--- src/rtl/polar_inst_seq_pkg.sv ---
// rtl/polar_inst_seq_pkg.sv - opcodes, instruction fields and FSM states for the polar instruction sequencer
package polar_inst_seq_pkg;

  localparam int OPC_HI = 11;
  localparam int OPC_LO = 9;
  localparam int ARG_HI = 8;
  localparam int ARG_LO = 0;

  typedef enum logic [2:0] {
    OP_NOP   = 3'd0,
    OP_F     = 3'd1,
    OP_G     = 3'd2,
    OP_PSUM  = 3'd3,
    OP_LEAF  = 3'd4,
    OP_BCAST = 3'd5,
    OP_RSVD  = 3'd6,
    OP_END   = 3'd7
  } op_e;

  typedef enum logic [2:0] {
    S_IDLE    = 3'd0,
    S_FETCH   = 3'd1,
    S_DECODE  = 3'd2,
    S_ISSUE   = 3'd3,
    S_WAIT    = 3'd4,
    S_ADVANCE = 3'd5,
    S_DONE    = 3'd6
  } state_e;

  // Reserved opcode 6 behaves like NOP, so only F..BCAST reach the datapath.
  function automatic logic is_issued(input op_e op);
    return (op == OP_F) || (op == OP_G) || (op == OP_PSUM) ||
           (op == OP_LEAF) || (op == OP_BCAST);
  endfunction

endpackage

--- src/rtl/polar_inst_seq.sv ---
// rtl/polar_inst_seq.sv - fetch/issue/wait sequencer driving the polar decode datapath
module polar_inst_seq
  import polar_inst_seq_pkg::*;
#(
  parameter int                ADDR_W       = 8,
  parameter int                INST_W       = 12,
  parameter int                CNT_INST_MAX = 256,
  parameter logic [ADDR_W-1:0] START_ADDR   = '0
) (
  input  logic              clk,
  input  logic              rst_n,
  input  logic              start,
  input  logic              abort,
  output logic [ADDR_W-1:0] inst_addr,
  output logic              inst_en,
  input  logic [INST_W-1:0] inst,
  output logic              exec_valid,
  output logic [2:0]        exec_op,
  output logic [8:0]        exec_arg,
  input  logic              exec_ready,
  input  logic              exec_done,
  output logic              busy,
  output logic              done,
  output logic              err,
  output logic [ADDR_W-1:0] inst_cnt
);

  localparam logic [ADDR_W-1:0] LAST_PC = ADDR_W'(CNT_INST_MAX - 1);

  state_e            r_state;
  state_e            w_state_nxt;
  logic [ADDR_W-1:0] r_pc;
  logic [INST_W-1:0] r_ir;
  logic [ADDR_W-1:0] r_cnt;
  logic              r_err;
  op_e               w_op;

  assign w_op = op_e'(r_ir[OPC_HI:OPC_LO]);

  always_ff @(posedge clk or negedge rst_n) begin
    if (!rst_n) begin
      r_state <= S_IDLE;
    end else begin
      r_state <= w_state_nxt;
    end
  end

  always_comb begin
    w_state_nxt = r_state;
    case (r_state)
      S_IDLE:    if (start) w_state_nxt = S_FETCH;
      S_FETCH:   w_state_nxt = S_DECODE;
      S_DECODE: begin
        if (w_op == OP_END)        w_state_nxt = S_DONE;
        else if (is_issued(w_op))  w_state_nxt = S_ISSUE;
        else                       w_state_nxt = S_ADVANCE;
      end
      S_ISSUE:   if (exec_ready) w_state_nxt = S_WAIT;
      S_WAIT:    if (exec_done) w_state_nxt = S_ADVANCE;
      S_ADVANCE: w_state_nxt = (r_pc == LAST_PC) ? S_IDLE : S_FETCH;
      S_DONE:    w_state_nxt = S_IDLE;
      default:   w_state_nxt = S_IDLE;
    endcase
    if (abort) w_state_nxt = S_IDLE;
  end

  always_comb begin
    inst_en    = 1'b0;
    exec_valid = 1'b0;
    done       = 1'b0;
    busy       = 1'b1;
    case (r_state)
      S_IDLE:  busy       = 1'b0;
      S_FETCH: inst_en    = 1'b1;
      S_ISSUE: exec_valid = 1'b1;
      S_DONE:  done       = 1'b1;
      default: busy       = 1'b1;
    endcase
  end

  // Abort freezes PC, err and the issue count so software can inspect where the run stopped.
  always_ff @(posedge clk or negedge rst_n) begin
    if (!rst_n) begin
      r_pc  <= START_ADDR;
      r_ir  <= '0;
      r_cnt <= '0;
      r_err <= 1'b0;
    end else if (!abort) begin
      case (r_state)
        S_IDLE: begin
          if (start) begin
            r_pc  <= START_ADDR;
            r_cnt <= '0;
            r_err <= 1'b0;
          end
        end
        S_FETCH: r_ir <= inst;
        S_ISSUE: begin
          if (exec_ready && (r_cnt != '1)) r_cnt <= r_cnt + ADDR_W'(1);
        end
        S_ADVANCE: begin
          if (r_pc == LAST_PC) r_err <= 1'b1;
          else                 r_pc  <= r_pc + ADDR_W'(1);
        end
        default: ;
      endcase
    end
  end

  assign inst_addr = r_pc;
  assign exec_op   = r_ir[OPC_HI:OPC_LO];
  assign exec_arg  = r_ir[ARG_HI:ARG_LO];
  assign err       = r_err;
  assign inst_cnt  = r_cnt;

endmodule

--- config.mk ---
export PLATFORM = sky130hd
export DESIGN_NAME = polar_inst_seq
export DESIGN_NICKNAME = d
export VERILOG_FILES = /design/src/rtl/polar_inst_seq_pkg.sv /design/src/rtl/polar_inst_seq.sv
export SDC_FILE = /design/constraint.sdc
export NUM_CORES = 1
export LEC_CHECK = 0
export ABC_AREA = 1
export BUFFER_PORTS_ARGS = -buffer_cell sky130_fd_sc_hd__buf_2
export CORE_MARGIN = 2
export CORE_UTILIZATION = 45
export CTS_CLUSTER_DIAMETER = 40
export DETAILED_ROUTE_END_ITERATION = 8
export PLACE_DENSITY = 0.7
export SYNTH_ARGS = -nofsm -noshare
export SYNTH_HDL_FRONTEND = slang
export SYNTH_SLANG_ARGS = --single-unit
--- constraint.sdc ---
create_clock -name clk -period 1.9 [get_ports clk]
set_clock_uncertainty 0.05 [all_clocks]
set_input_delay 0 -clock clk [delete_from_list [all_inputs] [get_ports clk]]
set_output_delay 0 -clock clk [all_outputs]
set_load 0.005 [all_outputs]
==> summary.txt <==
Setup path
  • Nature of the critical path startpoint: flop
  • CP Class: reg -> reg
  • Crit Path Max Fanout: 13
  • Worst EP arrival: 1.82 ns
  • Worst Path Required: 2.05 ns
  • Critical Path Sink Type: flop

STA
  • Max Freq: 0.601 GHz
  • Fin. Hold Viols: 0
  • Sum Neg Setup Slack: 0 ns
  • RSZ-0062 raised after global routing: false
  • Hold WS: 0.0469 ns
  • Max Slew Vio Count: 0
  • Final setup viols: 0
  • Final Cycle Share: 87.5%
  • Final Critical Period: 1.66 ns
  • Slew margin rel.: 52.0%
  • Worst-margin pin slew: 0.719 ns

GRT
  • First-pass GRT wire length: 7400 um
  • Vias in the first global route: 1638
  • Grt ovf: 0
  • Met2 usage: 29.5%
  • Met1 Use GR: 26.2%
  • Global route hottest layer: met2
  • Number of antenna violations at the first check in global routing: 0
  • Pin count of the biggest net entering global routing: 33
  • Met3 usage: 4.22%
  • All-Layer GR Usage: 18.9%

Cells and area
  • Multi-input logic area: 967 um2
  • Filler cells: 388
  • Design area: 2420 um2
  • Inserted Diodes: 0
  • Share of cells above drive strength 1: 30.3%
  • Area growth, synth to finish: 26.6%
  • Register Area: 801 um2
  • Nets@finish: 324

Placed design
  • IO Port Bufs: 50
  • RePlAce Congestion: 0.835
  • Area post-placement: 2200 um2
  • DP HPWL: 3050 um

Pwr
  • Sw frac: 37.6%
  • Logic pwr share: 40.6%
  • Leakage: 1.35 nW
  • VDD IR-drop max: 0.728 mV
  • Pwr dens: 1010 nW/um2
  • P_int: 1.53 mW
  • Flop pwr share: 39.6%
  • Sw power: 922 uW
  • Total Power: 2.45 mW
  • Clk pwr share: 19.8%

Floorplan
  • CORE AREA: 4060 um2
  • Die width: 69.2 um
  • Io pins: 51
  • Initial Utilization: 47.1%
  • Standard-cell rows: 23
  • Die Span Y: 69.2 um
  • Die area: 4790 um2

Yosys
  • Top_reg_cell synth: dfrtp_1
  • Top-count cell post-synth: nand2_1
  • Number of distinct library cells after synthesis: 29
  • Seq/Total Area, Yosys: 41.9%
  • Async SR Flop Fraction: 100%
  • Yosys warnings: 0
  • Post-synth top cells: nand2_1, nand3_1, dfrtp_1, inv_1, nor2_1
  • Post-synth top area cell: dfrtp_1
  • Post-synthesis cell area: 1910 um2
  • Syn nets: 255
  • #FFs+latches synth: 32
  • Share of the synthesized area in the top cell type: 41.9%
  • Post-synth EDFFs: 0
  • Mean Syn Cell Area: 8.14 um2
  • Post-Syn Instances: 235
  • Ranking of synthesized cells by area: dfrtp_1, nand2_1, nand3_1

Clocking
  • Clock Sink Count: 32
  • Clk buf depth: 2
  • CTS H-Tree Depth: 2
  • Root buf cell: clkbuf_8
  • CTS tree: yes
  • Post-cts sizing count: 0
  • Clk slew on worst S/H paths: 0.06 ns
  • Clock Latency Late Sink: 0.28 ns
  • Inserted Clock Buffers: 5
  • Post-CTS Setup Inserts: 0

Route
  • Drt drc: 0
  • Post-route ant nets: 0
  • TritonRoute pass-1 iters: 4
  • Final wirelength: 4200 um
  • Wirelength per Cell: 11.9 um
  • DR vias: 1733
  • Initial DRC Count: 88
  • Vias per cell: 4.90

Outcome
  • Run status: completed

Worst hold path
  • Hold crit path type: in -> reg

Job
  • Max Cap Violations: 0
repair_timing:
action / 4_1_cts / 5_1_grt
hold buffers: 14 / 0
hold endpoints to repair: 45 / 0
endpoints found under the setup margin: 0 / 0
power by group through the flow:
stage                     Sequential, mW  Clock [mW]  Combinational, mW
after floorplan                    0.981           0              0.693
after global placement             0.971           0              0.965
after detailed placement           0.976           0              0.975
after CTS                          0.967       0.498               1.00
after global routing               0.994       0.534               1.11
final                              0.971       0.487              0.996
cell families (layout without fill, tap and decap cells):
kind of cell	Yosys count	count (layout)	share of synthesized area, %
AO/OA/AOI/OAI	18	18	6.15
XOR/XNOR	1	1	0.458
adder cells (fa/ha/maj)	2	2	1.31
buffers and inverters	34	103	7.59
flip-flops	32	32	41.9
multiplexers	10	10	7.06
AND/OR/NAND/NOR	138	138	35.6
per-layer routing:
metal / share of wire [%] / vias to the layer above
met3: 4.7 / 4
li1: - / 889
met5: 0 / -
met2: 47 / 45
met1: 47 / 795
met4: 1.1 / 0
registers in the layout (all words and copies together), names as in the netlist:
name       flops
r_ir          12
err            1
inst_cnt       8
inst_addr      8
r_state        3
path summary, 6_finish.rpt:
check,cells after the start,start,slack (ns),endpoint
max in group asynchronous,2,rst_n,1.08,inst_addr[1]
worst max-delay path,7,inst_addr[0],0.24,inst_addr[2]
min in group asynchronous,2,rst_n,0.26,inst_cnt[3]
worst min-delay path,4,abort,0.05,r_state[1]
worst min register to register,1,r_ir[2],0.45,r_ir[2]
worst max register to register,7,inst_addr[0],0.24,inst_addr[2]
through the flow:
step           std cells  setup slack [ns]  util (%)
2_1_floorplan        235             0.372         -
3_3_place_gp         333             0.354      54.3
3_5_place_dp         333             0.257      54.3
4_1_cts              354             0.223      59.7
5_1_grt              354            0.0708      59.7
6_report             354             0.237      59.7
critical path: stages, from the launching register on:
cell     delay [ns]
dfrtp_1        0.43
ha_1           0.25
nand3_1        0.13
nor3_2         0.23
nand2_1        0.16
nand2_4        0.19
nand2_1        0.09
o21ai_2        0.06
placed cells by master (no fill, tap or decap), drive strengths merged, types with 5 or more instances in the layout:
| master | count |
|---|---|
| mux2 | 10 |
| o21ai | 8 |
| nand3 | 36 |
| dlygate4sd3 | 14 |
| nand2 | 68 |
| a21oi | 5 |
| nor2 | 27 |
| dfrtp | 32 |
| clkbuf | 6 |
| inv | 32 |
| buf | 50 |
cell type report:
type                       count  share of cell area [%]
multi-input combinational    169                    39.9
sequential                    32                    33.1
timing repair buffer          64                    16.1
inverter                      32                    5.06
clock buffer                   6                    3.00
tap                           50                    2.58
clock inverter                 1                   0.207
No activity file was read; power rests on OpenSTA's default activity.
